===== src/rtl/goomba_pkg.sv =====
// rtl/goomba_pkg.sv - shared types and constants for the goomba spawn controller
package goomba_pkg;

    localparam logic [7:0] END_COL    = 8'hFF;
    localparam logic [7:0] SCROLL_MAX = 8'hFE;

    typedef struct packed {
        logic [7:0] col;
        logic [9:0] y;
    } spawn_entry_t;

    typedef enum logic [2:0] {
        ST_IDLE,
        ST_SCAN,
        ST_ALLOC,
        ST_ISSUE,
        ST_CONFIRM,
        ST_DONE
    } spawn_state_t;

    // Column offset is at most the visible width, so the product stays inside 10 bits.
    function automatic logic [9:0] col_to_x(input logic [7:0] off,
                                            input logic [9:0] x_min,
                                            input logic [9:0] tile_w);
        return x_min + 10'(off) * tile_w;
    endfunction

endpackage


===== src/rtl/goomba_spawn_rom.sv =====
// rtl/goomba_spawn_rom.sv - combinational per-level spawn table
module goomba_spawn_rom
    import goomba_pkg::*;
#(
    parameter int ADDR_W = 4
) (
    input  logic [ADDR_W-1:0] addr,
    output spawn_entry_t      entry
);

    always_comb begin
        entry = '{col: END_COL, y: 10'd0};
        case (int'(addr))
            0:       entry = '{col: 8'd3,  y: 10'd400};
            1:       entry = '{col: 8'd5,  y: 10'd380};
            2:       entry = '{col: 8'd12, y: 10'd400};
            3:       entry = '{col: 8'd1,  y: 10'd300};
            4:       entry = '{col: 8'd6,  y: 10'd360};
            5:       entry = '{col: 8'd7,  y: 10'd400};
            6:       entry = '{col: 8'd8,  y: 10'd350};
            default: entry = '{col: END_COL, y: 10'd0};
        endcase
    end

endmodule


===== src/rtl/goomba_spawner.sv =====
// rtl/goomba_spawner.sv - allocates goomba instances as spawn table entries scroll into view
module goomba_spawner
    import goomba_pkg::*;
#(
    parameter int         NUM_SLOTS   = 4,
    parameter int         NUM_ENTRIES = 16,
    parameter logic [9:0] X_MIN       = 10'd120,
    parameter logic [9:0] TILE_W      = 10'd40,
    parameter int         VIS_COLS    = 9
) (
    input  logic                 Clk,
    input  logic                 Reset,
    input  logic                 frame_clk,
    input  logic                 level_start,
    input  logic                 kill_all,
    input  logic                 Shift,
    input  logic [NUM_SLOTS-1:0] slot_alive,
    output logic [NUM_SLOTS-1:0] start,
    output logic [NUM_SLOTS-1:0] kill,
    output logic [9:0]           spawnX,
    output logic [9:0]           spawnY,
    output logic [7:0]           scroll_col,
    output logic                 done,
    output logic                 spawn_err
);

    localparam int ADDR_W = $clog2(NUM_ENTRIES);
    localparam int PTR_W  = ADDR_W + 1;
    localparam int SLOT_W = (NUM_SLOTS > 1) ? $clog2(NUM_SLOTS) : 1;

    spawn_state_t      state, state_nxt;
    spawn_entry_t      entry;
    logic [PTR_W-1:0]  ptr;
    logic [SLOT_W-1:0] slot_q, free_idx;
    logic [7:0]        off_q, col_diff;
    logic              conf_q, frame_q, frame_rise, free_found, entry_end;
    logic              ptr_clr, ptr_inc, latch_off, latch_spawn, set_err, conf_set;

    goomba_spawn_rom #(.ADDR_W(ADDR_W)) u_rom (
        .addr  (ptr[ADDR_W-1:0]),
        .entry (entry)
    );

    assign frame_rise = frame_clk & ~frame_q;
    assign col_diff   = entry.col - scroll_col;
    assign entry_end  = (ptr >= PTR_W'(NUM_ENTRIES)) || (entry.col == END_COL);
    assign done       = (state == ST_DONE);

    always_comb begin
        free_found = 1'b0;
        free_idx   = '0;
        for (int i = NUM_SLOTS - 1; i >= 0; i--) begin
            if (!slot_alive[i]) begin
                free_found = 1'b1;
                free_idx   = SLOT_W'(i);
            end
        end
    end

    always_comb begin
        state_nxt   = state;
        start       = '0;
        kill        = '0;
        ptr_clr     = 1'b0;
        ptr_inc     = 1'b0;
        latch_off   = 1'b0;
        latch_spawn = 1'b0;
        set_err     = 1'b0;
        conf_set    = 1'b0;
        case (state)
            ST_IDLE: begin
                if (level_start) begin
                    ptr_clr   = 1'b1;
                    state_nxt = ST_SCAN;
                end
            end
            ST_SCAN: begin
                if (entry_end) begin
                    state_nxt = ST_DONE;
                end else if (entry.col < scroll_col) begin
                    ptr_inc = 1'b1;
                end else if (col_diff <= 8'(VIS_COLS)) begin
                    latch_off = 1'b1;
                    state_nxt = ST_ALLOC;
                end
            end
            ST_ALLOC: begin
                if (free_found) begin
                    latch_spawn = 1'b1;
                    state_nxt   = ST_ISSUE;
                end
            end
            ST_ISSUE: begin
                start[slot_q] = 1'b1;
                state_nxt     = ST_CONFIRM;
            end
            ST_CONFIRM: begin
                if (slot_alive[slot_q]) begin
                    ptr_inc   = 1'b1;
                    state_nxt = ST_SCAN;
                end else if (conf_q) begin
                    set_err   = 1'b1;
                    ptr_inc   = 1'b1;
                    state_nxt = ST_SCAN;
                end else begin
                    conf_set = 1'b1;
                end
            end
            ST_DONE: begin
                if (level_start) begin
                    ptr_clr   = 1'b1;
                    state_nxt = ST_SCAN;
                end
            end
            default: state_nxt = ST_IDLE;
        endcase

        // Restarting a running level tears down every live instance first.
        if (level_start && state != ST_IDLE) begin
            kill        = '1;
            start       = '0;
            ptr_clr     = 1'b1;
            ptr_inc     = 1'b0;
            latch_off   = 1'b0;
            latch_spawn = 1'b0;
            set_err     = 1'b0;
            conf_set    = 1'b0;
            state_nxt   = ST_SCAN;
        end
        if (kill_all) begin
            kill        = '1;
            start       = '0;
            ptr_clr     = 1'b1;
            ptr_inc     = 1'b0;
            latch_off   = 1'b0;
            latch_spawn = 1'b0;
            set_err     = 1'b0;
            conf_set    = 1'b0;
            state_nxt   = ST_IDLE;
        end
        if (Reset) begin
            start = '0;
            kill  = '0;
        end
    end

    always_ff @(posedge Clk) begin
        if (Reset) begin
            state      <= ST_IDLE;
            ptr        <= '0;
            slot_q     <= '0;
            off_q      <= '0;
            conf_q     <= 1'b0;
            frame_q    <= 1'b0;
            spawnX     <= '0;
            spawnY     <= '0;
            scroll_col <= '0;
            spawn_err  <= 1'b0;
        end else begin
            state   <= state_nxt;
            frame_q <= frame_clk;
            conf_q  <= conf_set;
            if (ptr_clr) begin
                ptr <= '0;
            end else if (ptr_inc) begin
                ptr <= ptr + 1'b1;
            end
            // Offset is frozen on entering ALLOC so scrolling while waiting for a slot cannot skew spawnX.
            if (latch_off) begin
                off_q <= col_diff;
            end
            if (latch_spawn) begin
                slot_q <= free_idx;
                spawnX <= col_to_x(off_q, X_MIN, TILE_W);
                spawnY <= entry.y;
            end
            if (set_err) begin
                spawn_err <= 1'b1;
            end
            if (kill_all || level_start) begin
                scroll_col <= '0;
            end else if (frame_rise && Shift && scroll_col != SCROLL_MAX) begin
                scroll_col <= scroll_col + 8'd1;
            end
        end
    end

endmodule


===== config.mk =====
export PLATFORM = sky130hd
export DESIGN_NAME = goomba_spawner
export DESIGN_NICKNAME = d
export VERILOG_FILES = /design/src/rtl/goomba_pkg.sv /design/src/rtl/goomba_spawn_rom.sv /design/src/rtl/goomba_spawner.sv
export SDC_FILE = /design/constraint.sdc
export NUM_CORES = 1
export LEC_CHECK = 0
export BUFFER_PORTS_ARGS = -buffer_cell sky130_fd_sc_hd__buf_4
export CAP_MARGIN = 20
export CORE_UTILIZATION = 29
export CTS_CLUSTER_SIZE = 30
export DETAILED_ROUTE_END_ITERATION = 7
export GPL_TIMING_DRIVEN = 0
export PLACE_DENSITY = 0.51
export SKIP_LAST_GASP = 1
export SLEW_MARGIN = 10
export SYNTH_ARGS = -nofsm -noshare
export SYNTH_HDL_FRONTEND = slang
export SYNTH_HIERARCHICAL = 1
export SYNTH_SLANG_ARGS = --single-unit

===== constraint.sdc =====
create_clock -name Clk -period 3.3 [get_ports Clk]
set_input_delay 0.33 -clock Clk [delete_from_list [all_inputs] [get_ports Clk]]
set_output_delay 0.33 -clock Clk [all_outputs]
set_load 0.02 [all_outputs]

==> flow_summary.ini <==
[setup_path]
ff2ff_path_depth = 13
r2r_setup_slack_ns = 0.29
critPathMaxFanout = 10
slowest_delay_ns = 0.41
cpMostUsedCell = inv_1
path_buf_inv = 3
end_kind = register
start_kind = register
cp_data_required_time_ns = 3.50
cp_slowest_cell = dfxtp_1
crit_family = compound AO/OA/AOI/OAI gates
crit_type = register to register
rr_endpoint = ptr[2]$_SDFFE_PP0P_
reg2reg_from = ptr[0]$_SDFFE_PP0P_
crit_chain = buf_6, nor2_1, o21ai_0, inv_1, ha_1, inv_1, fa_1, a21o_1, a2111oi_4, o21ai_2, a21boi_2, a211oi_1, a31o_1
arrival_ns = 3.21

[flow_run]
maxCapViolCount = 0

[clocking]
cts_hold_buf = 0
clock-sinks = 45
clockBufferDepth = 2
clkTransAtPathRegs_ns = 0.09
tritoncts = built
cts_made_buffers = 5
cts.htree.levels = 2
worstSkewPairLatency_ns = 0.30
cts_root_buf = clkbuf_8

[route]
drt_iter0_markers = 88
remaining_drc_errors = 0
vias = 2595
wl_mm = 7.051
wl_per_cell_um = 12.82
drtPass1Iterations = 4
antenna_left = 0
vias_per_cell = 4.718

[timing]
fin_ws_ns = 0.2859
finalSetupViolCount = 0
final.setup.tns_ns = 0
post-route-min-period_ns = 3.014
fin_skew_ns = 0.01187
hold_viol = 0
worst_pin_slew_ns = 0.6572
drv_slew = 0
rsz0062_at_grt = false
fin_crit_sh_pct = 91.34
max-slew-margin-rel_pct = 56.19
fmax_mhz = 331.8

[hold_path]
hold_depth = 2
min_path_type = input port to register
hold_end = frame_q$_SDFF_PP0_
hold_start = frame_clk

[cells_and_area]
multiInputGateArea_sq_um = 1861
fill_cells = 1042
finalNetCount = 448
drive_gt1_share_pct = 22.30
stdcell_area_sq_um = 3626
syn_to_final_growth_pct = 20.25
seqCellArea_sq_um = 900.9
diodes = 0

[synthesis]
yosys_warnings = 6
synth_cell_type_count = 61
synth_edf_count = 0
yosysTopAreaCell = dfxtp_1
syn-cell-area_sq_um = 3015
ys_async_sr_fraction_pct = 0
ys_top_cells_by_area = dfxtp_1 (30%), ha_1 (8.3%), xnor2_1 (5.5%)
synthFlopType = dfxtp_1
avgSynthCellArea_sq_um = 8.330
synth_top_area_share_pct = 29.88
ys_ff_latch = 45
syn_inst = 362
ys_seq_area_share_pct = 29.88

[power_and_ir_drop]
p_leak_uw = 0.001472
power_density_nw_per_um2 = 282.8
ir_worst_vdd_v = 0.0002019
fin_total_pwr_uw = 1025

[place]
hpwl_mm = 5.685
pre_cts_ws_ns = 0.2257
io_buffers = 44
gp_congestion = 0.7730
postPlaceCellArea_sq_um = 3523

[floorplan]
row_count = 36
io_pins = 48
initial_core_util_pct = 30.43
core_sq_um = 9910
die_y_um = 104.0
dieWidth_um = 104.0
dieArea_sq_um = 10810

[status]
outcome = completed

[grt]
gr-total-overflow = 0
grt.total_usage_pct = 12.97
grt_max_degree = 15
first_global_vias = 2349
grt_pass1_wl_mm = 11.50
antenna_found_initial = 0
==> flip-flops by register name, indices dropped and copies added, names as in the netlist <==
signal      flops
spawnY         10
scroll_col      8
off_q           7
spawnX          7
ptr             5
state           3
slot_q          2
conf_q          1
frame_q         1
spawn_err       1
==> cells in the final DEF (no fill, tap or decap), types with 4 or more instances in the layout <==
master,instances
a211o_1,4
a211oi_1,11
a21o_1,4
a21oi_1,29
and3_1,7
buf_2,4
buf_4,57
buf_6,4
clkbuf_1,4
clkbuf_8,6
conb_1,5
dfxtp_1,45
ha_1,20
inv_1,24
nand2_1,32
nand3_1,5
nand4_1,11
nor2_1,35
nor2b_1,5
nor3b_1,6
o21ai_0,11
or3_1,4
xnor2_1,19
==> kinds of logic (layout without fill, tap and decap cells) <==
family,after synthesis,in the layout,synth area share [%]
multiplexers,1,1,0.7468
other,2,5,0.2491
buffers and inverters,50,102,9.004
adder cells (fa/ha/maj),22,22,9.627
XOR/XNOR,22,22,6.390
AO/OA/AOI/OAI,87,87,20.87
flip-flops,45,45,29.88
AND/OR/NAND/NOR,133,133,23.24
==> stage by stage <==
step | util, % | hold slack (ns) | std cells
after floorplan | - | 0.4582 | 365
after global placement | 35.56 | 0.4510 | 542
after detailed placement | 35.56 | 0.4548 | 542
after CTS | 36.53 | 0.2532 | 550
after global routing | 36.59 | 0.2578 | 550
final | 36.59 | 0.2600 | 550
==> repair_timing <==
action | in CTS | in global routing
buffers inserted | 0 | 0
setup endpoints to repair | 0 | 3
hold endpoints to repair | 0 | 0
gates resized for setup | 0 | 1
==> worst register-to-register path, stage by stage, from the launching register on <==
cell	delay, ns
dfxtp_1	0.41
buf_6	0.19
nor2_1	0.13
o21ai_0	0.14
inv_1	0.08
ha_1	0.15
inv_1	0.05
fa_1	0.41
a21o_1	0.27
a2111oi_4	0.39
o21ai_2	0.14
a21boi_2	0.28
a211oi_1	0.11
a31o_1	0.19
==> per-layer routing <==
layer	up-vias	part of all wire [%]	global-route usage, %
met2	52	44	20.05
met1	1178	50	18.48
met4	0	0.68	3.061
met3	4	4.6	2.444
li1	1361	-	-
met5	-	0	0
==> worst max path at each step <==
stage | startpoint | endpoint | slack [ns] | cells after the start
after floorplan | ptr[0]$_SDFFE_PP0P_ | ptr[2]$_SDFFE_PP0P_ | 0.60 | 13
after global placement | ptr[3]$_SDFFE_PP0P_ | ptr[2]$_SDFFE_PP0P_ | 0.25 | 11
after detailed placement | ptr[3]$_SDFFE_PP0P_ | ptr[2]$_SDFFE_PP0P_ | 0.23 | 11
after CTS | ptr[3]$_SDFFE_PP0P_ | ptr[2]$_SDFFE_PP0P_ | 0.19 | 11
after global routing | ptr[2]$_SDFFE_PP0P_ | ptr[2]$_SDFFE_PP0P_ | 0.04 | 12
final | ptr[0]$_SDFFE_PP0P_ | ptr[2]$_SDFFE_PP0P_ | 0.29 | 13
==> synthesized netlist by cell type, types with 4 or more instances <==
cell      instances
clkbuf_1          4
inv_1            24
or3_1             4
dfxtp_1          45
buf_6             4
nand4_1          11
nand2_1          32
nor2_1           35
buf_2             4
a211o_1           4
and3_1            7
a21o_1            4
a21oi_1          29
ha_1             20
nand3_1           5
buf_4            13
xnor2_1          19
a211oi_1         11
nor2b_1           5
o21ai_0          11
nor3b_1           6
==> report_power, final <==
part	internal (uW)	total [uW]	switching (uW)
registers	548	553	5.50
logic	47.1	107	59.7
clock network	170	366	195
==> final cells by class <==
type | instances | area share, %
repair buffers | 44 | 9.110
inverters | 24 | 2.484
plain buffers | 26 | 5.003
well taps | 133 | 4.589
multi-input cells | 270 | 51.31
flip-flops and latches | 45 | 24.84
clock inverters | 2 | 0.3796
clock buffers | 6 | 2.277
No activity file was read; power rests on OpenSTA's default activity.
